===== src/rtl/vscale_uart_tx_ctrl_if.sv =====
// Byte write channel between the UART register block and the TXD transmit controller.
// The register block drives valid/data; the transmit controller answers with ready.
interface vscale_uart_tx_ctrl_if;
    logic       wr_valid;
    logic [7:0] wr_data;
    logic       wr_ready;

    modport master (
        output wr_valid,
        output wr_data,
        input  wr_ready
    );

    modport slave (
        input  wr_valid,
        input  wr_data,
        output wr_ready
    );
endinterface


===== src/rtl/vscale_uart_tx_ctrl.sv =====
// TXD transmit controller: small byte FIFO feeding an 8N1 serializer timed by a
// down-counting baud timer. TXD always comes straight from a flop.
//
// state | meaning
// IDLE  | line high, waiting for tx_en and a queued byte
// START | start bit (low) for one bit time
// DATA  | eight data bits, LSB first, shifted out of shift_q
// STOP  | stop bit (high); may chain straight into the next START
module vscale_uart_tx_ctrl #(
    parameter int CLKS_PER_BIT = 868,
    parameter int FIFO_DEPTH   = 4
) (
    input  logic                        clk,
    input  logic                        rstn,
    input  logic                        tx_en,
    vscale_uart_tx_ctrl_if.slave        wr,
    output logic [$clog2(FIFO_DEPTH):0] fifo_count,
    output logic                        busy,
    output logic                        TXD
);

    localparam int             PW     = $clog2(FIFO_DEPTH);
    localparam logic [15:0]    RELOAD = 16'(CLKS_PER_BIT - 1);
    localparam logic [PW:0]    FULL   = (PW+1)'(FIFO_DEPTH);

    typedef enum logic [1:0] {
        IDLE  = 2'd0,
        START = 2'd1,
        DATA  = 2'd2,
        STOP  = 2'd3
    } state_t;

    logic [7:0]    mem_q [FIFO_DEPTH];
    logic [PW-1:0] wr_ptr_q;
    logic [PW-1:0] rd_ptr_q;
    logic [PW:0]   count_q;
    logic [PW:0]   count_d;
    logic          ready_q;

    state_t        state_q;
    logic [15:0]   cnt_q;
    logic [2:0]    bit_idx_q;
    logic [7:0]    shift_q;
    logic          txd_q;

    logic          push;
    logic          pop;
    logic          cnt_zero;
    logic          have_byte;
    logic [7:0]    head;

    always_comb begin
        have_byte = tx_en && (count_q != '0);
        cnt_zero  = (cnt_q == 16'd0);
        pop       = have_byte && ((state_q == IDLE) || ((state_q == STOP) && cnt_zero));
        push      = wr.wr_valid && ready_q;
        head      = mem_q[rd_ptr_q];
        count_d   = count_q;
        case ({push, pop})
            2'b10:   count_d = count_q + (PW+1)'(1);
            2'b01:   count_d = count_q - (PW+1)'(1);
            default: count_d = count_q;
        endcase
    end

    // ready is registered so a pop on the full edge frees a slot only from the next cycle
    always_ff @(posedge clk or negedge rstn) begin
        if (!rstn) begin
            wr_ptr_q <= '0;
            rd_ptr_q <= '0;
            count_q  <= '0;
            ready_q  <= 1'b0;
        end else begin
            if (push) begin
                wr_ptr_q <= wr_ptr_q + PW'(1);
            end
            if (pop) begin
                rd_ptr_q <= rd_ptr_q + PW'(1);
            end
            count_q <= count_d;
            ready_q <= (count_d != FULL);
        end
    end

    always_ff @(posedge clk) begin
        if (push) begin
            mem_q[wr_ptr_q] <= wr.wr_data;
        end
    end

    always_ff @(posedge clk or negedge rstn) begin
        if (!rstn) begin
            state_q   <= IDLE;
            cnt_q     <= 16'd0;
            bit_idx_q <= 3'd0;
            shift_q   <= 8'd0;
            txd_q     <= 1'b1;
        end else begin
            case (state_q)
                IDLE: begin
                    txd_q <= 1'b1;
                    if (pop) begin
                        shift_q <= head;
                        cnt_q   <= RELOAD;
                        state_q <= START;
                        txd_q   <= 1'b0;
                    end
                end
                START: begin
                    if (cnt_zero) begin
                        cnt_q     <= RELOAD;
                        bit_idx_q <= 3'd0;
                        state_q   <= DATA;
                        txd_q     <= shift_q[0];
                    end else begin
                        cnt_q <= cnt_q - 16'd1;
                    end
                end
                DATA: begin
                    if (cnt_zero) begin
                        cnt_q   <= RELOAD;
                        shift_q <= {1'b0, shift_q[7:1]};
                        if (bit_idx_q == 3'd7) begin
                            state_q <= STOP;
                            txd_q   <= 1'b1;
                        end else begin
                            bit_idx_q <= bit_idx_q + 3'd1;
                            txd_q     <= shift_q[1];
                        end
                    end else begin
                        cnt_q <= cnt_q - 16'd1;
                    end
                end
                STOP: begin
                    if (cnt_zero) begin
                        if (pop) begin
                            shift_q <= head;
                            cnt_q   <= RELOAD;
                            state_q <= START;
                            txd_q   <= 1'b0;
                        end else begin
                            state_q <= IDLE;
                            txd_q   <= 1'b1;
                        end
                    end else begin
                        cnt_q <= cnt_q - 16'd1;
                    end
                end
                default: begin
                    state_q <= IDLE;
                    txd_q   <= 1'b1;
                end
            endcase
        end
    end

    assign wr.wr_ready = ready_q;
    assign fifo_count  = count_q;
    assign busy        = (state_q != IDLE) || (count_q != '0);
    assign TXD         = txd_q;

endmodule


===== src/flat_wrapper.sv =====
// flat-port wrapper written by rule: the top's interface ports become plain ports
module vscale_uart_tx_ctrl_flat 
#(
    parameter int CLKS_PER_BIT = 868,
    parameter int FIFO_DEPTH   = 4
)
  (clk, rstn, tx_en, fifo_count, busy, TXD, wr_wr_valid, wr_wr_data, wr_wr_ready);
  vscale_uart_tx_ctrl_if wr_i ();
  input  logic clk;
  input  logic rstn;
  input  logic tx_en;
  output logic [$clog2(FIFO_DEPTH):0] fifo_count;
  output logic busy;
  output logic TXD;
  input wire logic [$bits(wr_i.wr_valid)-1:0] wr_wr_valid;
  input wire logic [$bits(wr_i.wr_data)-1:0] wr_wr_data;
  output wire logic [$bits(wr_i.wr_ready)-1:0] wr_wr_ready;
  assign wr_i.wr_valid = wr_wr_valid;
  assign wr_i.wr_data = wr_wr_data;
  assign wr_wr_ready = wr_i.wr_ready;
  vscale_uart_tx_ctrl #(.CLKS_PER_BIT(CLKS_PER_BIT), .FIFO_DEPTH(FIFO_DEPTH)) u_core (.clk(clk), .rstn(rstn), .tx_en(tx_en), .wr(wr_i), .fifo_count(fifo_count), .busy(busy), .TXD(TXD));
endmodule

===== config.mk =====
export PLATFORM = sky130hd
export DESIGN_NAME = vscale_uart_tx_ctrl_flat
export DESIGN_NICKNAME = d
export VERILOG_FILES = /design/src/rtl/vscale_uart_tx_ctrl_if.sv /design/src/rtl/vscale_uart_tx_ctrl.sv /design/src/flat_wrapper.sv
export SDC_FILE = /design/constraint.sdc
export NUM_CORES = 1
export LEC_CHECK = 0
export ABC_AREA = 1
export CORE_AREA = 2 2 129 68
export CTS_CLUSTER_DIAMETER = 50
export DETAILED_ROUTE_END_ITERATION = 7
export DIE_AREA = 0 0 131 70
export DONT_BUFFER_PORTS = 1
export PLACE_DENSITY_LB_ADDON = 0.12
export SLEW_MARGIN = 20
export SYNTH_ARGS = -nofsm -noshare
export SYNTH_HDL_FRONTEND = slang
export SYNTH_SLANG_ARGS = --single-unit

===== constraint.sdc =====
create_clock -name clk -period 6.6 [get_ports clk]
set_input_delay 1.32 -clock clk [delete_from_list [all_inputs] [get_ports clk]]
set_output_delay 1.32 -clock clk [all_outputs]
set_load 0.005 [all_outputs]

# Word level (Yosys, flattened, before mapping)
# Memory sizes are Yosys's and may differ from the RTL's.
# Cells that the tools add are included.
[op_classes]
n_eq_ne = 13
mux = 28
n_reduce_logical = 17
n_addsub = 6
[op_table]
columns = ["cell", "count"]
rows = [
  ["2-to-1 mux 16 bit", 3],
  ["case mux 16 bit (3 select lines)", 1],
  ["2-to-1 mux 8 bit", 3],
  ["case mux 8 bit (3 select lines)", 1],
  ["zero test 16 bit", 1],
  ["subtractor 16 x 1 -> 16 bit, second input constant", 1],
  ["case mux 3 bit (2 select lines)", 2],
  ["2-to-1 mux 2 bit", 5],
  ["inequality test 2 x 1 -> 1 bit, second input constant", 5],
  ["2-to-1 mux 3 bit", 3],
  ["2-to-1 mux 1 bit", 8],
  ["case mux 2 bit (4 select lines)", 1],
  ["adder 3 x 1 -> 3 bit, second input constant", 2],
  ["equality test 2 bit, second input constant", 3],
  ["AND reduction 3 bit", 2],
  ["nonzero test 3 bit", 2],
  ["AND reduction 5 bit", 1],
  ["adder 2 x 1 -> 2 bit, second input constant", 2],
  ["equality test 2 x 1 -> 1 bit, second input constant", 2],
  ["logical AND 1 bit", 4],
  ["case mux 1 bit (4 select lines)", 1],
  ["AND reduction 4 bit", 1],
  ["nonzero test 2 bit", 2],
  ["equality test 3 bit, second input constant", 1],
  ["6 further kinds", 7],
]
[word_totals]
n_memories = 1
regBits = 38
elab_cells = 74
ram_bits = 32
input_bits = 12
out_inout_bits = 6
[memory_table]
columns = ["name", "words", "word_bits", "read_ports", "rd_clocked_by_memory_dff", "wr", "line", "source"]
rows = [
  ["u_core.mem_q", 4, 8, 1, 0, 1, "vscale_uart_tx_ctrl.sv:33", "logic [7:0] mem_q [FIFO_DEPTH];"],
]

# Depth between registers and ports, before layout
[logic_depth]
depth_word = 7
depth_mapped = 13
ltp_nobuf = 13

# Least setup slack after synthesis
# No wires, ideal clock.
[synth_path]
kind = "input -> register"
startpoint = "input tx_en"
endpoint = "register u_core.ready_q, in the netlist u_core.wr.wr_ready"
t_required_ps = 6476
path_stages = 9
path_buffers = 0
arrival_time_ps = 2654
setup_slack_ps = 3822
cell_sequence = "o31ai_1 > a21oi_1 > ha_1 > inv_1 > fa_1 > a21oi_1 > o21ai_0 > xor2_1 > nand2_1"
[synth_via]
elab_chain_cells = 5
elab_cells_between_ends = 6
cone_classes = "3 x eq/ne; 1 x mux; 2 x reduce/logical"
[synth_lines]
columns = ["element", "line", "source"]
rows = [
  ["start, declared", "flat_wrapper.sv:11", "input logic tx_en;"],
  ["logical AND 1 bit *", "vscale_uart_tx_ctrl.sv:53", "have_byte = tx_en && (count_q != '0);"],
  ["logical AND 1 bit *", "vscale_uart_tx_ctrl.sv:55", "pop = have_byte && ((state_q == IDLE) || ((state_q == STOP) && cnt_zero));"],
  ["via u_core.pop", "vscale_uart_tx_ctrl.sv:47", "logic pop;"],
  ["equality test 2 x 1 -> 1 bit / equality test 2 bit (equally long branches)", "vscale_uart_tx_ctrl.sv:59", "case ({push, pop})"],
  ["case mux 3 bit (2 select lines) *", "vscale_uart_tx_ctrl.sv:59", ""],
  ["via u_core.count_d[2]", "vscale_uart_tx_ctrl.sv:37", "logic [PW:0] count_d;"],
  ["inequality test 3 bit *", "vscale_uart_tx_ctrl.sv:81", "ready_q <= (count_d != FULL);"],
  ["end signal, assigned", "vscale_uart_tx_ctrl.sv:81", ""],
  ["end, declared", "vscale_uart_tx_ctrl.sv:38", "logic ready_q;"],
]
# Mark *: on every way through the listed nets, which the timed path passes. The rest lies on a longest branch.
# A chain may end at the register's enable or synchronous reset.

# Final worst setup path
[layout_path]
startpoint = "register u_core.cnt_q[0]"
endpoint = "register u_core.ready_q, in the netlist u_core.wr.wr_ready"
[layout_via]
elab_chain_cells = 7
elab_cells_between_ends = 8
cone_classes = "3 x eq/ne; 1 x mux; 4 x reduce/logical"
[layout_lines]
columns = ["element", "line", "source"]
rows = [
  ["start, declared", "vscale_uart_tx_ctrl.sv:41", "logic [15:0] cnt_q;"],
  ["start signal, assigned", "vscale_uart_tx_ctrl.sv:116", "cnt_q <= cnt_q - 16'd1;"],
  ["start signal, assigned", "vscale_uart_tx_ctrl.sv:131", "cnt_q <= cnt_q - 16'd1;"],
  ["start signal, assigned", "vscale_uart_tx_ctrl.sv:146", "cnt_q <= cnt_q - 16'd1;"],
  ["zero test 16 bit *", "vscale_uart_tx_ctrl.sv:54", "cnt_zero = (cnt_q == 16'd0);"],
  ["logical AND 1 bit *", "vscale_uart_tx_ctrl.sv:55", ""],
  ["logical OR 1 bit *", "vscale_uart_tx_ctrl.sv:55", ""],
  ["logical AND 1 bit *", "vscale_uart_tx_ctrl.sv:55", ""],
  ["via u_core.pop", "vscale_uart_tx_ctrl.sv:47", ""],
  ["equality test 2 x 1 -> 1 bit / equality test 2 bit (equally long branches)", "vscale_uart_tx_ctrl.sv:59", ""],
  ["case mux 3 bit (2 select lines) *", "vscale_uart_tx_ctrl.sv:59", ""],
  ["via u_core.count_d[2]", "vscale_uart_tx_ctrl.sv:37", ""],
  ["inequality test 3 bit *", "vscale_uart_tx_ctrl.sv:81", ""],
]
# Marks and branches as above.

==> results.py <==
metrics = {
    "logic_synthesis": {
        "postSynthNetCount": 426,
        "ys_warn_count": 0,
        "synth_edf_count": 32,
        "postSynthCellCount": 400,
        "synthesis.area_per_instance_um2": 8.91,
        "mappedNetlistArea_um2": 3560,
        "ys_dominant_reg_cell": "dfrtp_1",
        "seq_area_frac_synth_pct": 53.7,
        "postSynthRegisterBits": 70,
        "synth_cell_type_count": 33,
        "asyncSetResetFlopFracSynth_pct": 54.3,
    },
    "timing": {
        "timing.setup.tns_ps": 0,
        "finalCritPeriodShare_pct": 41.8,
        "final-max-slew-violation-count": 0,
        "achievable-frequency_mhz": 363,
        "worst_pin_slew_ps": 815,
        "final-setup-viol-count": 0,
        "grt_setup_unrepaired": "false",
        "finalWorstPathRequiredPeriod_ps": 2760,
        "worst_rel_slew_slack_pct": 45.5,
        "finalHoldViolations": 0,
        "finalClockSkew_ps": 4.93,
    },
    "place": {
        "dp.cells": 510,
        "dpl.hpwl_um": 5940,
        "placedInstanceArea_um2": 3670,
        "place_congestion": 0.928,
        "placement.io_buffers": 0,
    },
    "finish": {
        "n_fill_cell": 776,
        "layout_common_cells": "nand2_1, inv_1, nor2_1, dfrtp_1",
        "layout_commonest_cell": "nand2_1",
        "final-instance-count-excl-fill": 526,
        "post-route-cell-area_um2": 3970,
        "growth_of_design_area_from_synthesis_to_finish_pct": 11.5,
        "final_layout_size_suffix_gt1_share_pct": 8.07,
        "n_antenna_cell": 0,
        "final_net_count": 430,
    },
    "min_path": {
        "worst_hold_startpoint": "u_core.shift_q[7]",
        "min_path_type": "flip-flop to flip-flop",
        "holdPathEnd": "u_core.shift_q[7]",
        "holdPathStages": 2,
    },
    "floorplan": {
        "die-area_um2": 9170,
        "design.core.area_um2": 8260,
        "std_cell_rows": 24,
        "boundaryPins": 18,
        "die_height_um": 70,
        "initial_core_utilization_pct": 43.2,
        "die_width_um": 131,
    },
    "critical_path": {
        "endpoint_kind": "flip-flop",
        "critPathLaunchType": "flip-flop",
        "critPathArrivalTime_ps": 2970,
        "critical_path.reg2reg.endpoint": "u_core.wr.wr_ready",
        "logic_depth_of_the_worst_register_to_register_path": 13,
        "timing.setup.critical_path_class": "flip-flop to flip-flop",
        "crit_required_ps": 6810,
        "worstPathMaxFanout": 4,
        "timing.reg2reg.setup_slack_ps": 3840,
        "worstReg2RegStart": "u_core.cnt_q[0]",
    },
    "clock_tree": {
        "clk_transition_reported_paths_ps": 50,
        "postCtsHoldBufs": 0,
        "cts.repair_timing.setup_buffer_count": 0,
        "post_cts.resized_instances": 0,
        "htree_num_levels": 3,
        "numCtsBuffers": 9,
        "cts_tree": "done",
        "cts_root_buffer": "clkbuf_16",
        "ctsLongestPathBuffers": 2,
        "cts.sinks": 70,
        "clk_latency_ps": 330,
    },
    "run": {
        "max-cap-violations": 0,
    },
    "detailed_routing": {
        "route.detailed.drc": 0,
        "antenna_left": 0,
        "avgRoutedWirePerCell_um": 15.3,
        "route.vias.total": 2621,
        "via_per_inst": 4.98,
        "finalWirelength_um": 8030,
        "initial_drt_markers": 282,
        "dr.pass1.iters": 5,
    },
    "power_and_ir_drop": {
        "irDropWorstVdd_v": 0.000104,
        "total_leakage_power_nw": 1.78,
        "pwr_density_cell_nw_per_um2": 237,
    },
    "global_routing": {
        "globalRoute.totalOverflow": 0,
        "first_global_vias": 2475,
        "global_route_wire_length_before_repair_um": 13200,
        "maximum_number_of_pins_on_one_net_before_global_route_repair": 39,
        "grt_antenna_before_repair": 0,
        "grtUsageTotal_pct": 19.5,
    },
    "status": {
        "status": "finished, final reports clean",
    },
}
-- cell usage after synthesis, types with 2 or more instances --
cell type,number,share of area (%)
xnor2_1,3,0.74
xor2_1,7,1.7
nand2_1,93,9.8
o21ai_1,3,0.42
clkbuf_1,4,0.42
nand3_1,34,4.8
edfxtp_1,32,27
ha_1,13,4.6
a21oi_1,6,0.84
o21ai_0,34,4.8
nor2_1,43,4.5
nand4_1,3,0.53
nor3_1,2,0.28
dfrtp_1,37,26
o22ai_1,10,1.8
inv_1,48,5.1
nor2_2,8,1.4
nand2_2,5,0.88
-- per-layer routing --
metal	vias up	routed length (um)	GRT usage, %
met5	-	0	0
li1	1321	-	-
met2	69	2750	21.5
met3	6	547	6.67
met4	0	58	5.67
met1	1225	4670	33.5
-- where the power goes --
group | total, mW | internal (mW) | switching, mW
Clock | 0.483 | 0.312 | 0.171
Sequential | 0.457 | 0.457 | 0
Combinational | 0.000725 | 0.000163 | 0.000561
Total | 0.941 | 0.770 | 0.171
-- cell type report --
type,count,area [um^2],share of cell area (%)
flip-flops and latches,70,1910,48.1
multi-input cells,275,1430,36.0
clock buffers,13,260,6.55
inverters,48,180,4.53
well taps,117,146,3.68
clock inverters,3,42.5,1.07
-- how the worst max path moves through the flow --
stage / start / end / slack, ps
2_1_floorplan: tx_en / u_core.wr.wr_ready / 3820
4_1_cts: u_core.cnt_q[0] / u_core.wr.wr_ready / 3830
6_report: u_core.cnt_q[0] / u_core.wr.wr_ready / 3840
3_5_place_dp: tx_en / u_core.wr.wr_ready / 3560
3_3_place_gp: tx_en / u_core.wr.wr_ready / 3620
5_1_grt: u_core.cnt_q[0] / u_core.wr.wr_ready / 3440
-- registers in the layout (all words and copies together) (netlist names) --
signal	cells
u_core.mem_q	32
u_core.cnt_q	16
u_core.rd_ptr_q	2
u_core.fifo_count	3
u_core.wr.wr_ready	1
u_core.wr_ptr_q	2
u_core.TXD	1
u_core.state_q	2
u_core.shift_q	8
u_core.bit_idx_q	3
-- critical path, stage by stage, from the launching register on --
cell and delay (ps):
dfrtp_1 390, inv_1 100, ha_1 250, nand2_2 120, nor2_2 170, nand3_2 130, a21oi_1 320, ha_1 210
inv_1 70, fa_1 380, a21oi_1 140, o21ai_0 110, xor2_1 190, nand2_1 70
-- stage by stage --
step / utilization, % / total power, mW / hold slack [ps] / setup WS, ps
global route: 48.1 / 0.968 / 496 / 3440
detailed placement: 44.5 / 0.466 / 459 / 3560
floorplan: - / 0.466 / 442 / 3820
global placement: 44.5 / 0.466 / 455 / 3620
CTS: 48.1 / 0.953 / 472 / 3830
finish: 48.1 / 0.941 / 468 / 3840
-- logic make-up (layout without fill, tap and decap cells) --
logic type	Yosys count	count (layout)	synth area share (%)
simple gates	193	193	23.5
flops	70	70	53.7
compound gates	58	58	9.09
buf+inv	55	64	6.14
fa+ha+maj	14	14	5.13
xor+xnor	10	10	2.46
Power figures use the tool's default switching activity.
